File: src/rtl/jaa_pkg.sv
// Shared definitions for the Java-bytecode-to-ARM translator: JVM opcode constants
// and the bytecode fetch state encoding.
package jaa_pkg;

  localparam logic [7:0] OP_ICONST_0 = 8'h03;
  localparam logic [7:0] OP_ICONST_1 = 8'h04;
  localparam logic [7:0] OP_ICONST_2 = 8'h05;
  localparam logic [7:0] OP_ICONST_3 = 8'h06;
  localparam logic [7:0] OP_ICONST_4 = 8'h07;
  localparam logic [7:0] OP_ICONST_5 = 8'h08;
  localparam logic [7:0] OP_BIPUSH   = 8'h10;
  localparam logic [7:0] OP_SIPUSH   = 8'h11;
  localparam logic [7:0] OP_ILOAD    = 8'h15;
  localparam logic [7:0] OP_ILOAD_0  = 8'h1A;
  localparam logic [7:0] OP_ILOAD_1  = 8'h1B;
  localparam logic [7:0] OP_ILOAD_2  = 8'h1C;
  localparam logic [7:0] OP_ILOAD_3  = 8'h1D;
  localparam logic [7:0] OP_ISTORE   = 8'h36;
  localparam logic [7:0] OP_ISTORE_0 = 8'h3B;
  localparam logic [7:0] OP_ISTORE_1 = 8'h3C;
  localparam logic [7:0] OP_ISTORE_2 = 8'h3D;
  localparam logic [7:0] OP_ISTORE_3 = 8'h3E;
  localparam logic [7:0] OP_DUP      = 8'h59;
  localparam logic [7:0] OP_DUP_X1   = 8'h5A;
  localparam logic [7:0] OP_DUP_X2   = 8'h5B;
  localparam logic [7:0] OP_DUP2     = 8'h5C;
  localparam logic [7:0] OP_DUP2_X1  = 8'h5D;
  localparam logic [7:0] OP_DUP2_X2  = 8'h5E;
  localparam logic [7:0] OP_SWAP     = 8'h5F;
  localparam logic [7:0] OP_IADD     = 8'h60;
  localparam logic [7:0] OP_IINC     = 8'h84;
  localparam logic [7:0] OP_RETURN   = 8'hB1;

  typedef enum logic [2:0] {
    ST_IDLE,
    ST_FETCH_OP,
    ST_CAP_OP,
    ST_CAP_OPND1,
    ST_CAP_OPND2,
    ST_PRESENT,
    ST_HALT
  } fetch_state_t;

endpackage

File: src/rtl/bytecode_length_decode.sv
// Combinational opcode classifier: number of inline operand bytes and whether the
// opcode is outside the supported subset.
module bytecode_length_decode
  import jaa_pkg::*;
(
  input  logic [7:0] opcode,
  output logic [1:0] length,
  output logic       unknown
);

  always_comb begin
    // NOTE: every output gets a default before the case so no path can infer a latch.
    length  = 2'd0;
    unknown = 1'b0;
    case (opcode) inside
      [OP_ICONST_0:OP_ICONST_5],
      [OP_ILOAD_0:OP_ILOAD_3],
      [OP_ISTORE_0:OP_ISTORE_3],
      [OP_DUP:OP_SWAP],
      OP_IADD,
      OP_RETURN:                     length = 2'd0;
      OP_BIPUSH, OP_ILOAD, OP_ISTORE: length = 2'd1;
      OP_SIPUSH, OP_IINC:            length = 2'd2;
      default:                       unknown = 1'b1;
    endcase
  end

endmodule

File: src/rtl/bytecode_fetch.sv
// Bytecode fetch stage: walks a synchronous byte-wide memory and hands one complete
// JVM instruction (opcode plus inline operands) at a time to the translator.
module bytecode_fetch
  import jaa_pkg::*;
#(
  parameter int ADDR_WIDTH = 10
) (
  input  logic                  clk,
  input  logic                  reset,
  input  logic                  start,
  input  logic [ADDR_WIDTH-1:0] start_pc,
  output logic                  mem_rd_en,
  output logic [ADDR_WIDTH-1:0] mem_addr,
  input  logic [7:0]            mem_rdata,
  output logic                  ins_valid,
  input  logic                  ins_ready,
  output logic [7:0]            ins_opcode,
  output logic [7:0]            ins_operand1,
  output logic [7:0]            ins_operand2,
  output logic [1:0]            ins_length,
  output logic [ADDR_WIDTH-1:0] ins_pc,
  output logic                  ins_unknown,
  output logic                  busy,
  output logic                  halted
);

  fetch_state_t          state;
  fetch_state_t          state_next;
  logic [ADDR_WIDTH-1:0] pc;
  logic [1:0]            dec_length;
  logic                  dec_unknown;
  logic                  start_ok;

  // Decodes the byte arriving this cycle; only meaningful in CAP_OP.
  bytecode_length_decode u_length_decode (
    .opcode  (mem_rdata),
    .length  (dec_length),
    .unknown (dec_unknown)
  );

  assign start_ok  = start && (state == ST_IDLE || state == ST_HALT);
  assign mem_addr  = pc;
  assign ins_valid = (state == ST_PRESENT);
  assign busy      = (state != ST_IDLE) && (state != ST_HALT);
  assign halted    = (state == ST_HALT);

  always_comb begin
    state_next = state;
    mem_rd_en  = 1'b0;
    case (state)
      ST_IDLE, ST_HALT: begin
        if (start) state_next = ST_FETCH_OP;
      end
      ST_FETCH_OP: begin
        mem_rd_en  = 1'b1;
        state_next = ST_CAP_OP;
      end
      ST_CAP_OP: begin
        if (dec_length == 2'd0) begin
          state_next = ST_PRESENT;
        end else begin
          mem_rd_en  = 1'b1;
          state_next = ST_CAP_OPND1;
        end
      end
      ST_CAP_OPND1: begin
        if (ins_length == 2'd2) begin
          mem_rd_en  = 1'b1;
          state_next = ST_CAP_OPND2;
        end else begin
          state_next = ST_PRESENT;
        end
      end
      ST_CAP_OPND2: state_next = ST_PRESENT;
      ST_PRESENT: begin
        if (ins_ready) state_next = (ins_opcode == OP_RETURN) ? ST_HALT : ST_FETCH_OP;
      end
      default: state_next = ST_IDLE;
    endcase
  end

  // NOTE: all sequential state uses non-blocking assignments so every register
  // samples pre-edge values regardless of statement order.
  always_ff @(posedge clk) begin
    if (reset) state <= ST_IDLE;
    else       state <= state_next;
  end

  always_ff @(posedge clk) begin
    if (reset) begin
      pc           <= '0;
      ins_pc       <= '0;
      ins_opcode   <= '0;
      ins_operand1 <= '0;
      ins_operand2 <= '0;
      ins_length   <= '0;
      ins_unknown  <= 1'b0;
    end else begin
      // Every issued read advances pc; wrap at the top of memory is intentional.
      if (start_ok)       pc <= start_pc;
      else if (mem_rd_en) pc <= pc + ADDR_WIDTH'(1);

      case (state)
        ST_FETCH_OP: ins_pc <= pc;
        ST_CAP_OP: begin
          ins_opcode  <= mem_rdata;
          ins_length  <= dec_length;
          ins_unknown <= dec_unknown;
          if (dec_length == 2'd0) begin
            ins_operand1 <= '0;
            ins_operand2 <= '0;
          end
        end
        ST_CAP_OPND1: begin
          ins_operand1 <= mem_rdata;
          if (ins_length != 2'd2) ins_operand2 <= '0;
        end
        ST_CAP_OPND2: ins_operand2 <= mem_rdata;
        default: ;
      endcase
    end
  end

endmodule

File: config.mk
export PLATFORM = sky130hd
export DESIGN_NAME = bytecode_fetch
export DESIGN_NICKNAME = d
export VERILOG_FILES = /design/src/rtl/jaa_pkg.sv /design/src/rtl/bytecode_length_decode.sv /design/src/rtl/bytecode_fetch.sv
export SDC_FILE = /design/constraint.sdc
export NUM_CORES = 1
export LEC_CHECK = 0
export CAP_MARGIN = 20
export CORE_ASPECT_RATIO = 1.25
export CORE_MARGIN = 3
export CORE_UTILIZATION = 25
export DETAILED_ROUTE_END_ITERATION = 12
export SYNTH_ARGS = -nofsm -noshare
export SYNTH_HDL_FRONTEND = slang
export SYNTH_SLANG_ARGS = --single-unit
File: constraint.sdc
create_clock -name clk -period 6.4 [get_ports clk]
set_input_delay 0.64 -clock clk [delete_from_list [all_inputs] [get_ports clk]]
set_output_delay 0.64 -clock clk [all_outputs]
set_load 0.05 [all_outputs]
==> summary.txt, run 1 <==
RD Place Congestion -> 0.787
number of max-cap violations -> 0
commonest non-fill, non-tap cell in the layout -> clkdlybuf4s50_1
CTS root buffer -> clkbuf_8
ANT cells -> 0
Placed Cells incl. Taps -> 446
# clock sinks -> 50
syn_area_per_cell -> 8.55 um2
RSZ-0062 raised after global routing -> false
hold depth -> 2
vias in the first global route -> 2,121
Worst Setup Start Kind -> input pin
met2 Track Usage GR -> 0.204
synthesis-to-finish area growth -> 38.8%
Power Dens Cells -> 226 mW/mm2
max-slew violations -> 0
R2R Setup Slk -> 4.31 ns
Slew HR -> 0.535
initial antenna violation count -> 0
share of cells above drive strength 1 -> 0.0478
Final setup viols -> 0
status -> complete, no violations
# Post-CTS Setup Buffers -> 0
Lkg Pwr -> 1.13 nW
Clock Path Buffers -> 2
f_max -> 229 MHz
area leader, netlist -> dfxtp_1
Fill cells -> 946
# resized after CTS -> 0
total number of vias -> 2,173
WS Path Type -> in2out
Worst-path clk slew -> 0.09 ns
Remaining DRCs -> 0
WL final -> 6450 um
CTS Buf Count -> 5
Initial Util -> 0.262
post-synthesis sequential area ratio -> 0.432
CP Data Required Time -> 5.76 ns
All-Layer GR Usage -> 0.125
post-cts hold buffer count -> 0
final core occ -> 0.364
Hold EP -> ins_opcode[6]
M1 GR Usage -> 0.154
Antenna Violating Nets Remaining -> 0
core area -> 0.00884 mm2
grt peak-use layer -> met2
CTS tree -> built
Worst setup EP type -> output pin
Post-Syn Instances -> 271
Worst Path Max Fanout -> 11
final non-filler cell total -> 455
WL per Instance -> 14.2 um
unique cell type count in the Yosys netlist -> 46
largest net degree at the start of global routing -> 42
Hold Violations, Final -> 0
Final period util -> 0.683
Syn. warnings -> 0
Port-buffer cells -> 72
fin nets -> 357
Synth Register Bits -> 50
io pins -> 73
CTS H-tree lvls -> 2
mapped cell area -> 0.00232 mm2
Worst-Skew Late Latency -> 0.30 ns
Synth area leaders -> dfxtp_1 (43%), mux2i_1 (6.0%), nor2_1 (5.2%), nand2_1 (4.5%), a21oi_1 (4.3%)
Worst VDD drop -> 121 uV
Hold Startpoint -> ins_opcode[6]
Min Clock Period, post-route -> 4.37 ns
routed vias/inst -> 4.78
gr ovfl total -> 0
clock skew -> 0.00724 ns
met3 usage -> 0.0383
most frequent cells in the layout -> clkdlybuf4s50_1 (72), dfxtp_1 (50), nor2_1 (32)
Synth top area share -> 0.432
Final HPWL DP -> 4670 um
CP Data Arrival Time -> 3.73 ns
reg-to-reg endpoint -> mem_addr[9]
die height -> 114 um
Die Span X -> 92.1 um
Reg2Reg Depth -> 6
Reg2Reg Launch Point -> ins_length[0]
drt first pass iters -> 4
1st-iter DRT viols -> 89
DIE AREA -> 0.0105 mm2
final hold slack -> 0.472 ns
# rows -> 38
Hold Crit Class -> reg2reg
Syn Nets -> 294
first-pass GRT wire length -> 10,600 um
Worst Tran Pin Value -> 0.696 ns
final setup TNS -> 0 ns
-- routing by layer --
layer / share of wire / wire [um] / up-vias
li1: - / - / 1094
met1: 0.45 / 2930 / 1005
met2: 0.47 / 3060 / 65
met3: 0.057 / 367 / 9
met4: 0.016 / 100 / 0
met5: 0 / 0 / -
-- worst max path at each step --
| stage | to | cells past startpoint | slack, ns | start |
|---|---|---|---|---|
| final | mem_rd_en | 7 | 2.03 | mem_rdata[3] |
| after global routing | mem_rd_en | 7 | 1.86 | mem_rdata[2] |
| after CTS | mem_rd_en | 7 | 2.01 | mem_rdata[3] |
| after detailed placement | mem_rd_en | 7 | 2.01 | mem_rdata[3] |
| after global placement | mem_rd_en | 7 | 2.04 | mem_rdata[3] |
| after floorplan | mem_rd_en | 7 | 3.19 | mem_rdata[5] |
-- worst max-delay path, stage by stage --
cell and delay [ns]:
clkdlybuf4s50_1 0.60, or4_4 0.64, nor3b_2 0.22, nor3_1 0.14, or4_4 0.60, inv_1 0.08, clkdlybuf4s50_1 0.80
-- final cells by class --
| cell class | count | area, um2 | area share |
|---|---|---|---|
| Inverter | 6 | 22.5 | 0.00700 |
| Sequential cell | 50 | 1000 | 0.311 |
| Clock inverter | 1 | 5.00 | 0.00156 |
| Tap cell | 120 | 150 | 0.0467 |
| Multi-Input combinational cell | 197 | 1210 | 0.377 |
| Clock buffer | 7 | 86.3 | 0.0268 |
| Timing Repair Buffer | 74 | 739 | 0.230 |
-- flip-flops by register name, indices dropped and copies added (netlist names) --
signal,flops
ins_operand1,8
ins_operand2,8
ins_length,2
state,3
ins_unknown,1
ins_pc,10
mem_addr,10
ins_opcode,8
-- cells in the mapped netlist (all sizes together) --
library cell  count
and4b             1
nand2            28
a22o              8
nor2             32
a21oi            20
nor4b             3
a311o             1
or4               2
nand4             3
nor3b             2
buf               6
nor3              7
nor4bb            2
mux2i            14
o31ai             1
nand4b            1
dfxtp            50
a21o              1
ha                1
xnor2             5
a21boi            1
clkbuf           12
nand3             7
nand3b            1
nor4              6
and3              5
inv               6
or4b              1
nand2b            3
a22oi             8
xor2              3
o21bai            1
nor2b             5
o2111ai           1
a31oi             3
o21a              1
o21ai             9
or2               1
a211oi            3
mux2              1
o21ba             1
o22ai             4
-- through the flow --
step,area (um2),setup WS (ns),power [W]
floorplan,2320,3.19,0.000479
global placement,3110,2.04,0.000544
detailed placement,3110,2.01,0.000545
CTS,3200,2.01,0.000737
global route,3220,1.86,0.000766
finish,3220,2.03,0.000727
-- report_power, final --
group          switching [W]  internal [W]
clock               0.000102     0.0000874
combinational       0.000119     0.0000706
sequential         0.0000211      0.000328
total               0.000242      0.000486
-- logic make-up (layout without fill, tap and decap cells) --
kind of cell,count (synthesis),count (layout),synth area share
AOI/OAI and AO/OA,63,63,0.176
xor gates and xnor gates,8,8,0.0302
adders and majority gates,1,1,0.00540
buffers and inverters,24,88,0.0454
DFF,50,50,0.432
muxes,15,15,0.0653
and+or+nand+nor,110,110,0.246
Note: power is estimated with default switching activity, not from simulation.
==> inputs of run 2 (changes only) <==
clock period = 4.15 ns   (was 6.4 ns; I/O delays follow)
==> run 2 against run 1 <==
Global-route usage is 0.097 points higher. Critical endpoint unchanged. Cell count unchanged. Hold slack lost 0.0042 ns. Clock power is 74% higher. Sequential share of layout area fell by 0.12 points. Sequential cell count stayed put. Non-clock buffer count unchanged. Via count down 0.46%. Cell area up 0.39%. Worst setup slack got worse by 1.2 ns. Routed wire length fell by 0.17%. Die area unchanged.
==> summary.txt, run 2 (same netlist as run 1, synthesis figures left out) <==
total number of vias -> 2,163
ANT cells -> 0
die height -> 114 um
Buf+Inv Stages, Crit Path -> 3
All-Layer GR Usage -> 0.126
Worst Path Max Fanout -> 14
vias in the first global route -> 2,071
first-pass GRT wire length -> 10,600 um
Worst VDD drop -> 189 uV
# clock sinks -> 50
Power Dens Cells -> 358 mW/mm2
Min Clock Period, post-route -> 3.34 ns
Final period util -> 0.806
hold depth -> 2
Final setup viols -> 0
share of cells above drive strength 1 -> 0.0537
instance count on the critical path -> 7
most frequent cells in the layout -> clkdlybuf4s50_1 (71), dfxtp_1 (50), nor2_1 (32)
Clock Path Buffers -> 2
Critical Path Max Stage Delay -> 0.77 ns
# Post-CTS Setup Buffers -> 0
final setup TNS -> 0 ns
status -> complete, no violations
Hold Violations, Final -> 0
Hold Crit Class -> reg2reg
WL final -> 6440 um
RD Place Congestion -> 0.753
WL per Instance -> 14.2 um
Fill cells -> 946
Worst-path clk slew -> 0.09 ns
CP top delay family -> simple AND/OR/NAND/NOR gates
drt first pass iters -> 4
initial antenna violation count -> 0
Final HPWL DP -> 4660 um
CTS tree -> built
RSZ-0062 raised after global routing -> false
DIE AREA -> 0.0105 mm2
max-slew violations -> 0
f_max -> 299 MHz
Die Span X -> 92.1 um
number of max-cap violations -> 0
Port-buffer cells -> 72
1st-iter DRT viols -> 133
core area -> 0.00884 mm2
# resized after CTS -> 0
routed vias/inst -> 4.75
CP Data Required Time -> 3.73 ns
Remaining DRCs -> 0
CTS H-tree lvls -> 2
Slew HR -> 0.390
Worst Tran Pin Value -> 0.913 ns
gr ovfl total -> 0
CTS root buffer -> clkbuf_8
fin nets -> 357
final hold slack -> 0.468 ns
Worst setup EP type -> output pin
total power -> 0.00116 W
post-cts hold buffer count -> 0
Initial Util -> 0.262
CP Data Arrival Time -> 2.93 ns
Reg2Reg Depth -> 6
slowest CP cell -> clkdlybuf4s50_1
# rows -> 38
Cell Chain, Critical Path -> clkdlybuf4s50_1 > nor4bb_1 > a21o_1 > nor3_1 > or4_4 > inv_1 > buf_4
Worst Setup Start Kind -> input pin
Antenna Violating Nets Remaining -> 0
io pins -> 73
commonest non-fill, non-tap cell in the layout -> clkdlybuf4s50_1
clock skew -> 0.00946 ns
Lkg Pwr -> 1.14 nW
synthesis-to-finish area growth -> 39.3%
largest net degree at the start of global routing -> 26
CTS Buf Count -> 5
Worst-Skew Late Latency -> 0.31 ns
WS Path Type -> in2out
==> run 2: cell count changes in the layout (fill, tap and decap cells not counted), sizes merged <==
cell / previous run / this run
buf: 2 / 3
clkbuf: 7 / 8
clkdlybuf4s50: 72 / 71
clkinv: 1 / 0
==> run 2: tightest hold or removal path: cells and delay by family, from the launching register on <==
family | cells | cell delay (ns)
DFF | 1 | 0.33
AOI/OAI and AO/OA | 1 | 0.05
and+or+nand+nor | 1 | 0.05
==> run 2: layout make-up <==
| class | instances | area (um2) | area share |
|---|---|---|---|
| multi-input combinational | 197 | 1210 | 0.375 |
| clock buffer | 8 | 110 | 0.0341 |
| timing repair buffer | 74 | 733 | 0.227 |
| sequential | 50 | 1000 | 0.310 |
| tap | 120 | 150 | 0.0465 |
| inverter | 6 | 22.5 | 0.00698 |
==> run 2: final timing paths <==
| path | from | to | slack [ns] |
|---|---|---|---|
| min | ins_opcode[6] | ins_opcode[6] | 0.47 |
| max reg2reg | ins_length[0] | mem_addr[9] | 1.97 |
| min reg2reg | ins_opcode[6] | ins_opcode[6] | 0.47 |
| max | mem_rdata[2] | mem_rd_en | 0.81 |
==> run 2: metal layers <==
layer	track usage	share of wire
met5	0	0
met2	0.198	0.46
met4	0.0406	0.014
met3	0.0350	0.064
met1	0.167	0.46
==> run 2: where the power goes <==
part	internal (W)	switching (W)	total (W)
Clock	0.000169	0.000159	0.000328
Combinational	0.000108	0.000183	0.000291
Sequential	0.000505	0.0000329	0.000538
==> run 2: metrics by stage <==
step                instances   util  worst slack, ns  area (um2)
global route              455  0.365            0.590        3230
global placement          446  0.352            0.843        3110
detailed placement        446  0.352            0.793        3110
finish                    455  0.365            0.807        3230
floorplan                 271      -             1.39        2320
CTS                       454  0.364            0.798        3220
